## src/rtl/operand_stage_if.sv

```systemverilog
// rtl/operand_stage_if.sv - issue, writeback and ALU-side handshake bundle for the operand stage
interface operand_stage_if #(
    parameter int WIDTH = 32,
    parameter int NREG  = 32,
    parameter int AW    = 5
);
    logic             InValid;
    logic             InReady;
    logic [AW-1:0]    RA1;
    logic [AW-1:0]    RA2;
    logic [AW-1:0]    RD;
    logic [3:0]       ALUSelIn;
    logic [WIDTH-1:0] Imm;
    logic             UseImm;
    logic             WE;
    logic [AW-1:0]    WA;
    logic [WIDTH-1:0] WD;
    logic             OutValid;
    logic             OutReady;
    logic [WIDTH-1:0] OP1;
    logic [WIDTH-1:0] OP2;
    logic [3:0]       ALUSel;
    logic [AW-1:0]    RDOut;
    logic [NREG-1:0]  Pending;

    modport master (
        output InValid, RA1, RA2, RD, ALUSelIn, Imm, UseImm, WE, WA, WD, OutReady,
        input  InReady, OutValid, OP1, OP2, ALUSel, RDOut, Pending
    );

    modport slave (
        input  InValid, RA1, RA2, RD, ALUSelIn, Imm, UseImm, WE, WA, WD, OutReady,
        output InReady, OutValid, OP1, OP2, ALUSel, RDOut, Pending
    );
endinterface

```

## src/rtl/operand_stage.sv

```systemverilog
// rtl/operand_stage.sv - register file read, scoreboard hazard check and operand register for the ALU
module operand_stage #(
    parameter int WIDTH = 32,
    parameter int NREG  = 32,
    parameter int AW    = 5
) (
    input logic           CLK,
    input logic           RSTn,
    operand_stage_if.slave bus
);
    localparam logic [3:0] NOP = 4'b0111;

    logic [WIDTH-1:0] rf [NREG];
    logic [NREG-1:0]  pending;
    logic [NREG-1:0]  pend_next;
    logic [NREG-1:0]  clr_mask;
    logic [NREG-1:0]  set_mask;
    logic [NREG-1:0]  pend_eff;
    logic             out_valid;
    logic [WIDTH-1:0] op1_q;
    logic [WIDTH-1:0] op2_q;
    logic [3:0]       sel_q;
    logic [AW-1:0]    rd_q;
    logic             wb;
    logic             hazard;
    logic             ready;
    logic             issue;
    logic [WIDTH-1:0] src1;
    logic [WIDTH-1:0] src2;

    assign wb = bus.WE && (bus.WA != '0);

    // Writeback bypasses both the register file read and the scoreboard in the same cycle.
    always_comb begin
        src1 = '0;
        src2 = '0;
        if (bus.RA1 != '0)
            src1 = (wb && bus.WA == bus.RA1) ? bus.WD : rf[bus.RA1];
        if (bus.RA2 != '0)
            src2 = (wb && bus.WA == bus.RA2) ? bus.WD : rf[bus.RA2];
    end

    always_comb begin
        clr_mask = '0;
        set_mask = '0;
        if (wb)
            clr_mask[bus.WA] = 1'b1;
        if (issue && bus.RD != '0)
            set_mask[bus.RD] = 1'b1;
        pend_eff  = pending & ~clr_mask;
        pend_next = pend_eff | set_mask;
        pend_next[0] = 1'b0;
    end

    always_comb begin
        hazard = 1'b0;
        if (bus.RA1 != '0 && pend_eff[bus.RA1])
            hazard = 1'b1;
        if (!bus.UseImm && bus.RA2 != '0 && pend_eff[bus.RA2])
            hazard = 1'b1;
        if (bus.RD != '0 && pend_eff[bus.RD])
            hazard = 1'b1;
    end

    assign ready = !hazard && (!out_valid || bus.OutReady);
    assign issue = bus.InValid && ready;

    always_ff @(posedge CLK or negedge RSTn) begin
        if (!RSTn) begin
            for (int i = 0; i < NREG; i++)
                rf[i] <= '0;
            pending   <= '0;
            out_valid <= 1'b0;
            op1_q     <= '0;
            op2_q     <= '0;
            sel_q     <= NOP;
            rd_q      <= '0;
        end else begin
            if (wb)
                rf[bus.WA] <= bus.WD;
            pending <= pend_next;
            if (issue) begin
                out_valid <= 1'b1;
                op1_q     <= src1;
                op2_q     <= bus.UseImm ? bus.Imm : src2;
                sel_q     <= bus.ALUSelIn;
                rd_q      <= bus.RD;
            end else if (out_valid && bus.OutReady) begin
                out_valid <= 1'b0;
                sel_q     <= NOP;
            end
        end
    end

    assign bus.InReady  = ready;
    assign bus.OutValid = out_valid;
    assign bus.OP1      = op1_q;
    assign bus.OP2      = op2_q;
    assign bus.ALUSel   = sel_q;
    assign bus.RDOut    = rd_q;
    assign bus.Pending  = pending;
endmodule

```

## src/flat_wrapper.sv

```systemverilog
// flat-port wrapper written by rule: the top's interface ports become plain ports
module operand_stage_flat 
#(
    parameter int WIDTH = 32,
    parameter int NREG  = 32,
    parameter int AW    = 5
)
  (CLK, RSTn, bus_InValid, bus_RA1, bus_RA2, bus_RD, bus_ALUSelIn, bus_Imm, bus_UseImm, bus_WE, bus_WA, bus_WD, bus_OutReady, bus_InReady, bus_OutValid, bus_OP1, bus_OP2, bus_ALUSel, bus_RDOut, bus_Pending);
  operand_stage_if #(.WIDTH(WIDTH), .NREG(NREG), .AW(AW)) bus_i ();
  input logic CLK;
  input logic RSTn;
  input wire logic [$bits(bus_i.InValid)-1:0] bus_InValid;
  input wire logic [$bits(bus_i.RA1)-1:0] bus_RA1;
  input wire logic [$bits(bus_i.RA2)-1:0] bus_RA2;
  input wire logic [$bits(bus_i.RD)-1:0] bus_RD;
  input wire logic [$bits(bus_i.ALUSelIn)-1:0] bus_ALUSelIn;
  input wire logic [$bits(bus_i.Imm)-1:0] bus_Imm;
  input wire logic [$bits(bus_i.UseImm)-1:0] bus_UseImm;
  input wire logic [$bits(bus_i.WE)-1:0] bus_WE;
  input wire logic [$bits(bus_i.WA)-1:0] bus_WA;
  input wire logic [$bits(bus_i.WD)-1:0] bus_WD;
  input wire logic [$bits(bus_i.OutReady)-1:0] bus_OutReady;
  output wire logic [$bits(bus_i.InReady)-1:0] bus_InReady;
  output wire logic [$bits(bus_i.OutValid)-1:0] bus_OutValid;
  output wire logic [$bits(bus_i.OP1)-1:0] bus_OP1;
  output wire logic [$bits(bus_i.OP2)-1:0] bus_OP2;
  output wire logic [$bits(bus_i.ALUSel)-1:0] bus_ALUSel;
  output wire logic [$bits(bus_i.RDOut)-1:0] bus_RDOut;
  output wire logic [$bits(bus_i.Pending)-1:0] bus_Pending;
  assign bus_i.InValid = bus_InValid;
  assign bus_i.RA1 = bus_RA1;
  assign bus_i.RA2 = bus_RA2;
  assign bus_i.RD = bus_RD;
  assign bus_i.ALUSelIn = bus_ALUSelIn;
  assign bus_i.Imm = bus_Imm;
  assign bus_i.UseImm = bus_UseImm;
  assign bus_i.WE = bus_WE;
  assign bus_i.WA = bus_WA;
  assign bus_i.WD = bus_WD;
  assign bus_i.OutReady = bus_OutReady;
  assign bus_InReady = bus_i.InReady;
  assign bus_OutValid = bus_i.OutValid;
  assign bus_OP1 = bus_i.OP1;
  assign bus_OP2 = bus_i.OP2;
  assign bus_ALUSel = bus_i.ALUSel;
  assign bus_RDOut = bus_i.RDOut;
  assign bus_Pending = bus_i.Pending;
  operand_stage #(.WIDTH(WIDTH), .NREG(NREG), .AW(AW)) u_core (.CLK(CLK), .RSTn(RSTn), .bus(bus_i));
endmodule
```

## config.mk

```make
export PLATFORM = sky130hd
export DESIGN_NAME = operand_stage_flat
export DESIGN_NICKNAME = d
export VERILOG_FILES = /design/src/rtl/operand_stage_if.sv /design/src/rtl/operand_stage.sv /design/src/flat_wrapper.sv
export SDC_FILE = /design/constraint.sdc
export NUM_CORES = 2
export LEC_CHECK = 0
export BUFFER_PORTS_ARGS = -buffer_cell sky130_fd_sc_hd__clkbuf_2
export CORE_ASPECT_RATIO = 0.7
export CORE_UTILIZATION = 49
export CTS_CLUSTER_DIAMETER = 50
export DETAILED_ROUTE_END_ITERATION = 8
export HOLD_SLACK_MARGIN = 0.1
export PLACE_DENSITY = 0.65
export RECOVER_POWER = 50
export SYNTH_ARGS = -nofsm -noshare
export SYNTH_HDL_FRONTEND = slang
export SYNTH_SLANG_ARGS = --single-unit
```

## constraint.sdc

```tcl
create_clock -name CLK -period 3.4 [get_ports CLK]
set_input_delay 0.17 -clock CLK [delete_from_list [all_inputs] [get_ports CLK]]
set_output_delay 0.17 -clock CLK [all_outputs]
set_load 0.02 [all_outputs]
```

==> summary by stage <==
Outcome
The run finished, with violations left. The final reports fail on capacitance limit, slew limit.

Worst setup path
The worst-path maximum fanout is 26. The required time of the worst setup path is 4040 ps. The count of buffer and inverter cells on the critical path is 5. The maximum cell stage delay along the critical path is 620 ps. The slowest library cell on the worst path is sky130_fd_sc_hd__dlygate4sd3_1. Walking the worst path, the cells encountered are clkbuf_2, dlygate4sd3_1, buf_4, xor2_2, or3_1, a21oi_1, or4_1, or4_4, o221ai_4, nor2_4, buf_12, mux2_4, dlygate4sd3_1. At the worst endpoint, the arrival time is 3940 ps.

The type of element launching the critical path is an input pin. The most numerous cell type found on the critical path is sky130_fd_sc_hd__dlygate4sd3_1. Broken down by cell family, the worst path's largest delay share belongs to buffers and inverters. The kind of critical path is in -> reg. The sort of element at the end of the critical path is a flip-flop.

Finish
The post-route cell area is 0.0688 sq mm. The most frequent standard cell in the layout excluding fill and tap cells is sky130_fd_sc_hd__dfrtp_1. The number of standard cells in the final layout excluding fillers is 5798. The area overhead of the layout relative to synthesis is 14.1%. Cells with a size suffix above 1 make up 55.7% of the layout. For this run, the share of the core covered by cells in the final layout is 56.5%. After the last flow step, the layout net total stands at 4160.

The total inserted antenna cells is 0. Leaving out fill and tap cells, the most frequent cells in the layout are sky130_fd_sc_hd__dfrtp_1 (1125), sky130_fd_sc_hd__mux2_2 (1004), sky130_fd_sc_hd__mux4_2 (646).

Place
The wire-length estimate of the detail-placed layout is 104000 microns. Counting tap cells, the placed design contains a total of 5494 instances. The placement-stage cell area is 0.0640 sq mm. The number of buffers inserted by port buffering is 199. The congestion estimate from routability-driven global placement came to 0.920.

Timing
Between clock sinks in the finished design, the worst skew comes to 36.3 ps. Summed over all failing endpoints, the final setup total negative slack is 0 ps. The max-slew violation total from the final report is 32. In the finished design, the share of the clock period the worst path needs comes to 97.0%. The smallest hold slack is 178 ps. At the pin with the least slew margin, the transition time is 2380 ps. Setup repair after global routing left no endpoint under its margin. The total count of hold-check failures in the final report is 0. The number of endpoints failing setup at the final stage is 0. The minimum period implied by the final worst setup slack is 3300 ps. Timing would allow up to 303 MHz. Measured against its own limit, the worst slew margin works out to -58.8%.

Synth
The async set-reset flop share out of synthesis is 100%. The mean post-synth cell area is 15.4 sq um. Yosys printed 0 warnings.

The most used flip-flop cell after synthesis is sky130_fd_sc_hd__dfrtp_1. The synthesized instance count is 3916. The distinct cell type count after synthesis is 68. The number of synthesized register bits is 1129.

The share of synthesized area occupied by flip-flops and latches is 46.9%. The cell area that synthesis handed to floorplanning was 0.0603 sq mm. The number of nets in the synthesized netlist is 4010. The number of enable flip-flop cells after synthesis is 0.

Pwr
The cell leakage power is 29.7 nW. The power density over the cells is 603 mW/mm^2. The worst vdd rail ir drop is 0.422 mV.

Clock tree
The clock-pin slew reported for the worst setup and hold paths after clock tree synthesis is 60 ps. The maximum level of the CTS H-tree is 3. The longest clock path from root to sink contains 3 buffers. The clock tree from TritonCTS is built.

The later pin in the worst-skew pair is clocked with a latency of 750 ps. The number of CTS-inserted buffers is 119. The cell sitting at the root of the clock tree is a sky130_fd_sc_hd__clkbuf_16. The TritonCTS sink count is 1129.

Global routing
Entering global routing, the biggest net connects 103 pins. The via count of the first global-routing pass was 38.6k. The first-pass GRT wire length is 269000 microns. The number of antenna violations at the first check in global routing is 3.

Global routing consumed, over all layers together, 29.6% of the routing resources. After global routing the overflow that remains totals 0.

Min path
The worst hold-check path type is in -> reg.

Floorplan
For this configuration, the core starts out at a cell density of 49.5%. In this run the standard cell core region covers 0.122 sq mm. The width of the die is 421 microns. After floorplanning, the core was divided into 107 placement rows. The number of top-level design ports is 201. The vertical extent of the die is 295 microns. The total die area is 0.124 sq mm.

Drt
Dividing the detail-routed via count by the number of cells gives 6.55. The total wirelength of the detailed-routed design is 182000 microns. The number of detailed-routing iterations run before antenna repair is 6. The detail route stage leaves a number of antenna-violating nets equal to 0.

After detailed routing, the number of remaining DRC violations is 0. The average wire per standard cell is 31.4 microns. For this block, the initial DRC count from the detailed router was 3929. The number of vias in the routed layout is 38.0k.

Run
Max-cap violations in this run came to 3.
-- power breakdown --
group	internal (mW)	total, mW	switching [mW]
logic	5.63	9.51	3.88
clock network	8.10	13.8	5.73
registers	16.2	18.1	1.93
total	29.9	41.4	11.5
-- metrics by stage --
stage | setup slack, ps | power [mW]
after floorplan | 494 | 24.7
after global placement | 1.33 | 27.4
after detailed placement | 0.741 | 27.7
after CTS | 8.18 | 41.7
after global routing | 17.7 | 43.2
final | 101 | 41.4
-- layout make-up --
cell class | count | area, sq um
Clock buffer | 165 | 3380
Tap cell | 1635 | 2050
Fill cell | 9761 | 53100
Inverter | 15 | 62.6
Clock inverter | 53 | 762
Timing Repair Buffer | 481 | 3910
Multi-Input combinational cell | 2320 | 30400
Sequential cell | 1129 | 28300
-- tightest hold or removal path: stages --
cell and delay [ps]:
sky130_fd_sc_hd__clkbuf_2 390, sky130_fd_sc_hd__nand2_1 200, sky130_fd_sc_hd__nand2_1 70
-- per-layer routing --
metal / GRT usage, % / wire length (microns) / part of all wire (%) / vias up
li1: - / - / - / 15424
met1: 43.8 / 80400 / 44 / 20724
met2: 44.7 / 82600 / 45 / 1547
met3: 6.16 / 14000 / 7.7 / 290
met4: 7.85 / 4800 / 2.6 / 0
met5: 0 / 0 / 0 / -
-- kinds of logic after synthesis --
| group | after synthesis | share of synthesized area [%] |
|---|---|---|
| other | 1 | 0.00622 |
| AND/OR/NAND/NOR | 344 | 2.58 |
| XOR/XNOR | 12 | 0.174 |
| flip-flops | 1129 | 46.9 |
| AO/OA/AOI/OAI | 215 | 2.47 |
| multiplexers | 1748 | 44.8 |
| buffers and inverters | 467 | 3.10 |
-- synthesized netlist by cell type (6+ instances only) --
library cell / instances / area share [%]
sky130_fd_sc_hd__mux2_4: 28 / 0.70
sky130_fd_sc_hd__or3_1: 8 / 0.083
sky130_fd_sc_hd__a21bo_2: 14 / 0.23
sky130_fd_sc_hd__inv_1: 14 / 0.087
sky130_fd_sc_hd__buf_2: 16 / 0.13
sky130_fd_sc_hd__a211oi_1: 33 / 0.41
sky130_fd_sc_hd__nand3_1: 8 / 0.066
sky130_fd_sc_hd__xor2_1: 7 / 0.10
sky130_fd_sc_hd__mux2i_1: 69 / 1.1
sky130_fd_sc_hd__o21ai_0: 85 / 0.71
sky130_fd_sc_hd__clkbuf_1: 341 / 2.1
sky130_fd_sc_hd__dfrtp_1: 1126 / 47
sky130_fd_sc_hd__mux2_2: 1004 / 19
sky130_fd_sc_hd__mux4_2: 646 / 24
sky130_fd_sc_hd__o2111ai_1: 11 / 0.16
sky130_fd_sc_hd__nor2_1: 90 / 0.56
sky130_fd_sc_hd__a22o_1: 15 / 0.22
sky130_fd_sc_hd__or2_2: 7 / 0.073
sky130_fd_sc_hd__buf_4: 9 / 0.11
sky130_fd_sc_hd__nor3_1: 6 / 0.050
sky130_fd_sc_hd__a21oi_1: 7 / 0.058
sky130_fd_sc_hd__nand2b_1: 12 / 0.12
sky130_fd_sc_hd__o211ai_1: 19 / 0.24
sky130_fd_sc_hd__nand2_1: 176 / 1.1
sky130_fd_sc_hd__buf_1: 81 / 0.50
-- final timing paths --
kind	startpoint	cells after the start	slack [ps]	endpoint
hold reg to reg	u_core.rf[1000]	0	400	u_core.rf[1000]
max in group asynchronous	RSTn	4	310	u_core.rf[713]
min in group asynchronous	RSTn	3	1600	u_core.bus.Pending[15]
setup / recovery	bus_WA[0]	13	100	u_core.bus.ALUSel[1]
setup reg to reg	u_core.bus.Pending[17]	9	100	u_core.bus.ALUSel[1]
hold / removal	bus_WD[14]	3	180	u_core.rf[750]
-- flip-flops by register name, indices dropped and copies added, names as in the netlist --
name / cells
u_core.bus.RDOut: 5
u_core.bus.OP2: 32
u_core.bus.OutValid: 1
u_core.bus.Pending: 31
u_core.bus.OP1: 32
u_core.bus.ALUSel: 4
u_core.rf: 1024
-- what timing repair did --
action                                 4_1_cts  5_1_grt
buffers inserted                             0        1
endpoints found under the hold margin      702        0
gates resized for setup                      0        4
hold buffers                                84        0
setup endpoints to repair                    0        5
No activity file was read; power rests on OpenSTA's default activity.
